**config.mk**
```make
export PLATFORM = sky130hd
export DESIGN_NAME = enc_8x3_req
export DESIGN_NICKNAME = d
export VERILOG_FILES = /design/src/rtl/enc_8x3_req.sv
export SDC_FILE = /design/constraint.sdc
export NUM_CORES = 1
export LEC_CHECK = 0
export ABC_AREA = 1
export CORE_UTILIZATION = 44
export CTS_CLUSTER_SIZE = 8
export DETAILED_ROUTE_END_ITERATION = 6
export GPL_TIMING_DRIVEN = 0
export PLACE_DENSITY = 0.85
export SLEW_MARGIN = 15
export SYNTH_ARGS = -nofsm -noshare
export SYNTH_HDL_FRONTEND = slang
export SYNTH_SLANG_ARGS = --single-unit
export TNS_END_PERCENT = 50
```
**constraint.sdc**
```tcl
create_clock -name clk -period 1.54 [get_ports clk]
set_input_delay 0.231 -clock clk [delete_from_list [all_inputs] [get_ports clk]]
set_output_delay 0.231 -clock clk [all_outputs]
set_load 0.05 [all_outputs]
```
**src/rtl/enc_8x3_req.sv**
```systemverilog
// rtl/enc_8x3_req.sv - registered 8-to-3 request encoder with valid/ready output slot
// Optional feature: define ENC_8X3_ROUND_ROBIN_EN for round-robin selection
// (default build: fixed priority, highest index wins).
module enc_8x3_req (
  input  logic       clk,
  input  logic       rst_n,
  input  logic       E,
  input  logic [7:0] D,
  input  logic       R,
  output logic [2:0] Q,
  output logic       V,
  output logic [7:0] PEND,
  output logic       LOST
);

  typedef enum logic {
    S_EMPTY = 1'b0,
    S_FULL  = 1'b1
  } state_t;

  state_t     state_q, state_d;
  logic [7:0] pend_q, pend_d;
  logic [2:0] q_q, q_d;
  logic       lost_q, lost_d;
  logic [2:0] sel_idx;
  logic       load;
  logic [7:0] clr_mask;
  logic [7:0] set_mask;

`ifdef ENC_8X3_ROUND_ROBIN_EN
  logic [2:0] ptr_q, ptr_d;
  logic [2:0] rr_cand;
  logic       rr_found;

  // Round-robin pick: first pending bit after the last presented index, wrapping 7->0
  always_comb begin
    sel_idx  = 3'd0;
    rr_cand  = 3'd0;
    rr_found = 1'b0;
    for (int j = 1; j <= 8; j++) begin
      rr_cand = ptr_q + j[2:0];
      if (!rr_found && pend_q[rr_cand]) begin
        sel_idx  = rr_cand;
        rr_found = 1'b1;
      end
    end
  end
`else
  // Fixed-priority pick: highest pending index wins (later iterations override)
  always_comb begin
    sel_idx = 3'd0;
    for (int i = 0; i < 8; i++) begin
      if (pend_q[i]) begin
        sel_idx = i[2:0];
      end
    end
  end
`endif

  // Output-slot FSM, pending update and merge detection; only registered PEND is eligible
  always_comb begin
    state_d = state_q;
    q_d     = q_q;
    load    = 1'b0;
    case (state_q)
      S_EMPTY: begin
        if (|pend_q) begin
          load    = 1'b1;
          state_d = S_FULL;
        end
      end
      S_FULL: begin
        if (R) begin
          if (|pend_q) begin
            load = 1'b1;
          end else begin
            state_d = S_EMPTY;
          end
        end
      end
      default: state_d = S_EMPTY;
    endcase
    if (load) begin
      q_d = sel_idx;
    end
    clr_mask = load ? (8'h01 << sel_idx) : 8'h00;
    set_mask = E ? D : 8'h00;
    // A set on the bit being cleared wins, so it becomes a fresh request rather than a loss
    pend_d   = (pend_q & ~clr_mask) | set_mask;
    lost_d   = |(set_mask & pend_q & ~clr_mask);
  end

`ifdef ENC_8X3_ROUND_ROBIN_EN
  // Pointer tracks the most recently loaded index
  always_comb begin
    ptr_d = load ? sel_idx : ptr_q;
  end

  // Pointer register; reset to 7 so the first search starts at index 0
  always_ff @(posedge clk or negedge rst_n) begin
    if (!rst_n) begin
      ptr_q <= 3'd7;
    end else begin
      ptr_q <= ptr_d;
    end
  end
`endif

  // State, code, pending and loss registers
  always_ff @(posedge clk or negedge rst_n) begin
    if (!rst_n) begin
      state_q <= S_EMPTY;
      pend_q  <= 8'h00;
      q_q     <= 3'd0;
      lost_q  <= 1'b0;
    end else begin
      state_q <= state_d;
      pend_q  <= pend_d;
      q_q     <= q_d;
      lost_q  <= lost_d;
    end
  end

  assign Q    = q_q;
  assign V    = (state_q == S_FULL);
  assign PEND = pend_q;
  assign LOST = lost_q;

endmodule
```
==> results of run 1 <==
-- kinds of logic after synthesis --
group,count (synthesis),synth area share (%)
AOI/OAI and AO/OA,6,5.51
buffers and inverters,17,8.85
DFF,13,43.4
and+or+nand+nor,72,42.2
-- metal layers --
metal  vias to the layer above  wire length, um  share of wire [%]
met2                        16              736                 49
li1                        380                -                  -
met4                         0               21                1.4
met1                       316              688                 46
met5                         -                0                  0
met3                         3               46                3.1
-- cell usage in the layout (no fill, tap or decap), drive strengths merged, types with 3 or more instances in the layout --
cell           count
nand2             47
nor2              15
inv               15
dfrtp             13
dlygate4sd2       13
clkdlybuf4s50     10
nand3              8
clkbuf             4
o21ai              3
-- per-stage QoR --
step | TNS [ns] | setup WS, ns | std cells | power (mW)
global route | 0 | 0.00279 | 151 | 0.950
global placement | -0.0421 | -0.0421 | 147 | 0.719
finish | 0 | 0.0265 | 151 | 0.907
detailed placement | -0.0548 | -0.0548 | 147 | 0.725
CTS | 0 | 0.0351 | 151 | 0.912
floorplan | 0 | 0.00248 | 108 | 0.612
-- flip-flops by register name, indices dropped and copies added, names as in the netlist --
register  cells
Q             3
PEND          8
LOST          1
V             1
-- layout make-up --
class / instances / area (um2) / area share (%)
clock buffer: 4 / 26.3 / 2.60
sequential: 13 / 325 / 32.2
inverter: 16 / 61.3 / 6.07
multi-input combinational: 78 / 358 / 35.4
tap: 16 / 20.0 / 1.98
buffer: 1 / 5.00 / 0.496
timing repair buffer: 23 / 214 / 21.2
-- timing repair --
action	in CTS	in global routing
gates resized for setup	13	0
hold endpoints to repair	0	0
endpoints found under the setup margin	13	0
-- how the worst min path moves through the flow --
stage,start,end,slack [ns],cells after the start
finish,E,PEND[4],0.27,3
global route,E,PEND[4],0.29,3
global placement,Q[1],Q[1],0.46,2
CTS,E,PEND[4],0.28,3
floorplan,rst_n,LOST,-0.06,0
detailed placement,Q[1],Q[1],0.47,2
-- power groups by stage --
stage	clock network [mW]	registers [mW]	logic [mW]
after global placement	0	0.403	0.317
final	0.211	0.396	0.300
after CTS	0.214	0.396	0.303
after global routing	0.226	0.401	0.323
after floorplan	0	0.503	0.109
after detailed placement	0	0.404	0.321
==> impl_table.tex, run 1 <==
\begin{tabular}{lr}
\hline
Metric & Value \\
\hline
\multicolumn{2}{l}{\textbf{Outcome}} \\
\quad Status & completed \\
\multicolumn{2}{l}{\textbf{Yosys}} \\
\quad Syn nets & 120 \\
\quad Synth async-reset ratio & 100\% \\
\quad Flip-flop and latch count after synthesis & 13 \\
\quad Cell with the most instances after synthesis & nand2\_1 \\
\quad Syn\_area\_per\_cell & 6.94 um2 \\
\quad Synth cell count leaders & nand2\_1, dfrtp\_1, nor2\_1, inv\_1, nand3\_1 \\
\quad Synth unique cells & 20 \\
\quad Yosys Warn Count & 0 \\
\quad Fraction of the yosys area taken by sequential cells & 43.4\% \\
\quad Most used flip-flop cell after synthesis & dfrtp\_1 \\
\quad Area share of the largest cell type after synthesis & 43.4\% \\
\quad Cell Area, Synth & 749 um2 \\
\quad Synth area leaders & dfrtp\_1, nand2\_1, nor2\_1, inv\_1, nand3\_1 \\
\quad Area leader, netlist & dfrtp\_1 \\
\quad Post-synthesis cell count & 108 \\
\quad Count of flip-flops with a built-in enable after synthesis & 0 \\
\multicolumn{2}{l}{\textbf{Setup path}} \\
\quad CP Capture Type & output pin \\
\quad Startpoint Class & flop \\
\quad Crit path largest cell delay & 0.57 ns \\
\quad Kind of critical path & flop to output pin \\
\quad Stages on worst setup path & 1 \\
\quad Worst reg2reg endpoint & LOST \\
\quad Worst path slowest cell & dlygate4sd2\_1 \\
\quad Reg2reg path depth & 10 \\
\quad Critical Path Start & PEND[5] \\
\quad Number of buffers and inverters on the critical path & 1 \\
\quad Arrival time of the worst setup path & 1.28 ns \\
\quad Worst r2r src & PEND[5] \\
\quad Crit path max-delay family & buffers and inverters \\
\quad Chain of cells forming the critical path & dlygate4sd2\_1 \\
\quad Crit path to & PEND[5] \\
\quad Data required time at the worst endpoint & 1.31 ns \\
\quad Maximum fanout count along the critical path & 6 \\
\quad Reg-to-reg setup timing slack & 0.16 ns \\
\multicolumn{2}{l}{\textbf{Global route}} \\
\quad Global Route met3 Usage & 2.55\% \\
\quad Total congestion overflow after global routing & 0 \\
\quad Largest net degree at the start of global routing & 14 \\
\quad Global-route wire length before repair & 2440 um \\
\quad Number of antenna violations at the first check in global routing & 0 \\
\quad Most Used Layer, Global Route & met2 \\
\quad Combined global-route utilization of all metal layers & 17.6\% \\
\quad Met1 track demand over resource in global routing & 21.7\% \\
\quad Vias in the first global route & 616 \\
\quad Met2 capacity usage during global routing & 29.3\% \\
\multicolumn{2}{l}{\textbf{Cells and area}} \\
\quad Share of final-layout standard cells stronger than drive strength 1 & 13.3\% \\
\quad Number of fill cells in the layout & 148 \\
\quad Area growth from synthesis to final layout & 34.7\% \\
\quad Layout Nets & 148 \\
\quad Antenna diode count & 0 \\
\quad Final core utilization & 65.5\% \\
\quad Post-route standard cell area excluding fillers & 1010 um2 \\
\multicolumn{2}{l}{\textbf{Routing}} \\
\quad Post-detailed-route count of antenna-violating nets & 0 \\
\quad Count of routing violations after the opening detailed-route iteration & 16 \\
\quad Remaining DRCs & 0 \\
\quad Final wirelength & 1490 um \\
\quad Via Count & 715 \\
\quad Detail-routed via count per cell & 4.74 \\
\quad Routed WL per cell & 9.88 um \\
\quad Number of optimization iterations in the first detailed-route pass & 4 \\
\multicolumn{2}{l}{\textbf{Timing}} \\
\quad Actual transition at the worst max-transition pin & 0.584 ns \\
\quad Final worst hold slack & 0.269 ns \\
\quad Fin crit period & 1.51 ns \\
\quad Worst rel slew slack & 61.0\% \\
\quad Unrepaired setup endpoints after global routing & no \\
\quad Final number of setup-violating endpoints & 0 \\
\quad Max Fclk & 0.661 GHz \\
\quad Number of slew-limit violations in the final report & 0 \\
\quad Number of hold violations in the final report & 0 \\
\quad Tcrit/Tclk final & 98.3\% \\
\quad Post-Route Skew & 0.00222 ns \\
\multicolumn{2}{l}{\textbf{Power}} \\
\quad Sequential Power Share & 43.6\% \\
\quad Part of the total power dissipated in the clock network & 23.2\% \\
\quad Worst supply voltage drop on vdd & 0.585 mV \\
\quad Net Sw Frac & 38.0\% \\
\quad Sw power & 0.345 mW \\
\quad Leakage power summed over all cells & 0.525 nW \\
\quad Combinational fraction of design power & 33.1\% \\
\quad Power Dens Cells & 898 nW/um2 \\
\quad Internal power & 0.562 mW \\
\multicolumn{2}{l}{\textbf{Clock tree}} \\
\quad Clock latency reported for the late side of the worst-skew pair & 0.27 ns \\
\quad Deepest clock path buffer count & 2 \\
\quad Clock transition at the registers of the reported paths & 0.08 ns \\
\quad CTS tree & done \\
\quad CTS H-tree depth & 1 \\
\quad Clock tree sinks & 13 \\
\quad Setup Fix Bufs, Post-CTS & 0 \\
\quad CTS Hold Buffers Added & 0 \\
\quad Clock root buffer & clkbuf\_4 \\
\quad Number of clock buffers inserted by TritonCTS & 3 \\
\multicolumn{2}{l}{\textbf{Placed design}} \\
\quad Gp weighted congestion & 0.811 \\
\quad I/O Buffers & 23 \\
\quad Post-DP Area & 1000 um2 \\
\quad Post-detail-place hpwl & 1210 um \\
\multicolumn{2}{l}{\textbf{Min path}} \\
\quad Worst min path class & input pin to flop \\
\multicolumn{2}{l}{\textbf{Die}} \\
\quad Die width & 43.3 um \\
\quad Core Footprint & 1540 um2 \\
\quad Die Outline Area & 1870 um2 \\
\quad Boundary Pins & 25 \\
\quad Chip Height & 43.3 um \\
\quad Row count & 14 \\
\quad Initial cell density of the core & 48.6\% \\
\multicolumn{2}{l}{\textbf{Flow run}} \\
\quad Max-Cap Viols & 0 \\
\hline
\end{tabular}
Power figures use the tool's default switching activity.
==> run 2: changes to the inputs <==
--- a/config.mk
+++ b/config.mk
@@ -6,11 +6,11 @@
 export NUM_CORES = 1
 export LEC_CHECK = 0
 export ABC_AREA = 1
-export CORE_UTILIZATION = 44
+export CORE_UTILIZATION = 35
 export CTS_CLUSTER_SIZE = 8
 export DETAILED_ROUTE_END_ITERATION = 6
 export GPL_TIMING_DRIVEN = 0
-export PLACE_DENSITY = 0.85
+export PLACE_DENSITY = 0.72
 export SLEW_MARGIN = 15
 export SYNTH_ARGS = -nofsm -noshare
 export SYNTH_HDL_FRONTEND = slang
==> constraint.sdc (replaced) <==
create_clock -name clk -period 1.5 [get_ports clk]
set_input_delay 0.225 -clock clk [delete_from_list [all_inputs] [get_ports clk]]
set_output_delay 0.225 -clock clk [all_outputs]
set_load 0.05 [all_outputs]
==> impl_table.tex, run 2 (synthesized netlist as in run 1, its figures left out) <==
\begin{tabular}{lr}
\hline
Metric & Value \\
\hline
\multicolumn{2}{l}{\textbf{Die}} \\
\quad Die Outline Area & 2330 um2 (+24\%) \\
\quad Row count & 16 (+2) \\
\quad Boundary Pins & 25 (unchanged) \\
\quad Initial cell density of the core & 37.8\% (-11 points) \\
\quad Core Footprint & 1980 um2 (+29\%) \\
\quad Die width & 48.3 um (+12\%) \\
\quad Chip Height & 48.3 um (+12\%) \\
\multicolumn{2}{l}{\textbf{Cells and area}} \\
\quad Flip-flop count of the largest register after layout & 8 (unchanged) \\
\quad Share of final-layout standard cells stronger than drive strength 1 & 17.0\% (+3.7 points) \\
\quad Post-route standard cell area excluding fillers & 1040 um2 (+2.6\%) \\
\quad Antenna diode count & 0 (unchanged) \\
\quad Number of fill cells in the layout & 193 (+30\%) \\
\quad Number of standard cells in the final layout excluding fillers & 162 (+7.3\%) \\
\quad Layout Nets & 148 (unchanged) \\
\quad Area growth from synthesis to final layout & 38.2\% \\
\quad Leading cell types in the layout, fill and taps excluded & nand2\_1, nor2\_1, inv\_1 \\
\quad Most common cell after layout, fill and taps aside & nand2\_1 \\
\multicolumn{2}{l}{\textbf{Clock tree}} \\
\quad CTS tree & done \\
\quad CTS H-tree depth & 1 (unchanged) \\
\quad Clock root buffer & clkbuf\_4 \\
\quad Clock latency reported for the late side of the worst-skew pair & 0.27 ns (about the same) \\
\quad Clock transition at the registers of the reported paths & 0.08 ns (about the same) \\
\quad CTS Hold Buffers Added & 0 (unchanged) \\
\quad Number of clock buffers inserted by TritonCTS & 3 (unchanged) \\
\quad Deepest clock path buffer count & 2 (unchanged) \\
\quad Clock tree sinks & 13 (unchanged) \\
\multicolumn{2}{l}{\textbf{Routing}} \\
\quad Post-detailed-route count of antenna-violating nets & 0 (unchanged) \\
\quad Remaining DRCs & 0 (unchanged) \\
\quad Number of optimization iterations in the first detailed-route pass & 4 (unchanged) \\
\quad Count of routing violations after the opening detailed-route iteration & 6 (-10) \\
\quad Via Count & 732 (+2.4\%) \\
\quad Detail-routed via count per cell & 4.52 (-4.6\%) \\
\quad Final wirelength & 1510 um (+1.0\%) \\
\quad Routed WL per cell & 9.30 um (-5.9\%) \\
\multicolumn{2}{l}{\textbf{Global route}} \\
\quad Met1 track demand over resource in global routing & 18.4\% (-3.3 points) \\
\quad Combined global-route utilization of all metal layers & 14.6\% (-3.0 points) \\
\quad Number of antenna violations at the first check in global routing & 0 (unchanged) \\
\quad Global-route wire length before repair & 2340 um (-4.2\%) \\
\quad Total congestion overflow after global routing & 0 (unchanged) \\
\quad Global Route met3 Usage & 4.81\% (+2.3 points) \\
\quad Largest net degree at the start of global routing & 14 (unchanged) \\
\quad Most Used Layer, Global Route & met2 \\
\quad Met2 capacity usage during global routing & 23.5\% (-5.8 points) \\
\quad Vias in the first global route & 584 (-5.2\%) \\
\multicolumn{2}{l}{\textbf{Setup path}} \\
\quad Kind of critical path & flop to output pin \\
\quad Number of buffers and inverters on the critical path & 1 (unchanged) \\
\quad Worst r2r src & PEND[5] \\
\quad Reg-to-reg setup timing slack & 0.12 ns (-0.04 ns) \\
\quad Startpoint Class & flop \\
\quad Reg2reg path depth & 10 (unchanged) \\
\quad Crit path largest cell delay & 0.54 ns (-0.03 ns) \\
\quad Worst path slowest cell & dlygate4sd2\_1 \\
\quad Stages on worst setup path & 1 (unchanged) \\
\quad Maximum fanout count along the critical path & 6 (unchanged) \\
\quad Crit path max-delay family & buffers and inverters \\
\quad CP Capture Type & output pin \\
\quad Chain of cells forming the critical path & dlygate4sd2\_1 \\
\quad Arrival time of the worst setup path & 1.22 ns (-0.06 ns) \\
\quad Worst reg2reg endpoint & LOST \\
\quad Data required time at the worst endpoint & 1.27 ns (-0.04 ns) \\
\multicolumn{2}{l}{\textbf{Outcome}} \\
\quad Status & completed \\
\multicolumn{2}{l}{\textbf{Timing}} \\
\quad Fin crit period & 1.44 ns \\
\quad Number of slew-limit violations in the final report & 0 (unchanged) \\
\quad Unrepaired setup endpoints after global routing & yes \\
\quad Tcrit/Tclk final & 96.3\% \\
\quad Number of hold violations in the final report & 0 (unchanged) \\
\quad Final number of setup-violating endpoints & 0 (unchanged) \\
\quad Post-Route Skew & 0.00337 ns (+0.00115 ns) \\
\quad Max Fclk & 0.692 GHz \\
\quad Actual transition at the worst max-transition pin & 0.573 ns (-0.0101 ns) \\
\quad Worst rel slew slack & 61.6\% (+0.67 points) \\
\multicolumn{2}{l}{\textbf{Power}} \\
\quad Sum of internal, switching and leakage power & 0.932 mW (+2.8\%) \\
\quad Internal power & 0.580 mW (+3.1\%) \\
\quad Worst supply voltage drop on vdd & 0.409 mV (-30\%) \\
\quad Sequential Power Share & 43.8\% (+0.2 points) \\
\quad Power Dens Cells & 900 nW/um2 (+0.19\%) \\
\quad Part of the total power dissipated in the clock network & 22.8\% (-0.4 points) \\
\quad Leakage power summed over all cells & 0.529 nW (+0.69\%) \\
\quad Sw power & 0.352 mW (+2.3\%) \\
\quad Net Sw Frac & 37.8\% (-0.19 points) \\
\quad Combinational fraction of design power & 33.3\% (+0.2 points) \\
\multicolumn{2}{l}{\textbf{Placed design}} \\
\quad Gp weighted congestion & 0.832 (+2.7\%) \\
\quad Post-DP Area & 1020 um2 (+1.8\%) \\
\quad Post-detail-place hpwl & 1170 um (-2.9\%) \\
\quad I/O Buffers & 23 (unchanged) \\
\quad Number of cells after detailed placement & 158 (+7.5\%) \\
\multicolumn{2}{l}{\textbf{Min path}} \\
\quad Worst hold path cell count & 3 (unchanged) \\
\quad Worst min path class & input pin to flop \\
\quad Worst-case hold path end point & PEND[4] \\
\quad Hold wc startpoint & E \\
\multicolumn{2}{l}{\textbf{Flow run}} \\
\quad Max-Cap Viols & 0 (unchanged) \\
\hline
\end{tabular}
run 2: power by group through the flow:
stage          combinational (mW)  clock (mW)  sequential (mW)
3_5_place_dp                0.331           0            0.416
2_1_floorplan               0.112           0            0.518
5_1_grt                     0.339       0.239            0.414
6_report                    0.311       0.213            0.409
3_3_place_gp                0.327           0            0.415
4_1_cts                     0.311       0.222            0.408
run 2: layer usage:
| layer | share of wire (%) | routed length, um | vias to the layer above |
|---|---|---|---|
| met5 | 0 | 0 | - |
| met4 | 1.3 | 19 | 0 |
| met3 | 5.2 | 78 | 2 |
| met2 | 47 | 708 | 17 |
| met1 | 47 | 701 | 332 |
| li1 | - | - | 381 |
run 2: repair_timing:
item / CTS / global route
buffers inserted: 0 / 0
endpoints found under the setup margin: 13 / 6
cloned: 0 / 0
gates resized for setup: 13 / 9
run 2: worst max path at each step:
stage	slack, ns	endpoint	from
6_report	0.06	PEND[5]	PEND[5]
5_1_grt	-0.02	LOST	PEND[1]
4_1_cts	0.02	PEND[7]	PEND[7]
3_5_place_dp	-0.11	LOST	R
3_3_place_gp	-0.10	LOST	R
2_1_floorplan	0.01	LOST	PEND[3]
run 2: worst reg2reg max path: cells and delay by family, from the launching register on:
kind                   cells  cell delay, ns
and+or+nand+nor            9            0.74
DFF                        1            0.44
buffers and inverters      1            0.08
run 2: metrics by stage:
| step | hold slack [ns] | util [%] | setup WS [ns] | TNS, ns |
|---|---|---|---|---|
| after floorplan | -0.0706 | - | 0.0143 | 0 |
| after global placement | 0.464 | 51.3 | -0.101 | -0.101 |
| after detailed placement | 0.485 | 51.3 | -0.110 | -0.110 |
| after CTS | 0.258 | 51.8 | 0.0173 | 0 |
| after global routing | 0.261 | 52.3 | -0.0186 | -0.0186 |
| final | 0.267 | 52.3 | 0.0553 | 0 |
run 2: final cells by class:
type / instances / area (um2) / area share (%)
clock buffers: 4 / 26.3 / 2.54
well taps: 27 / 33.8 / 3.26
multi-input cells: 78 / 370 / 35.7
repair buffers: 23 / 210 / 20.3
flip-flops and latches: 13 / 329 / 31.8
inverters: 16 / 61.3 / 5.92
plain buffers: 1 / 5.00 / 0.483
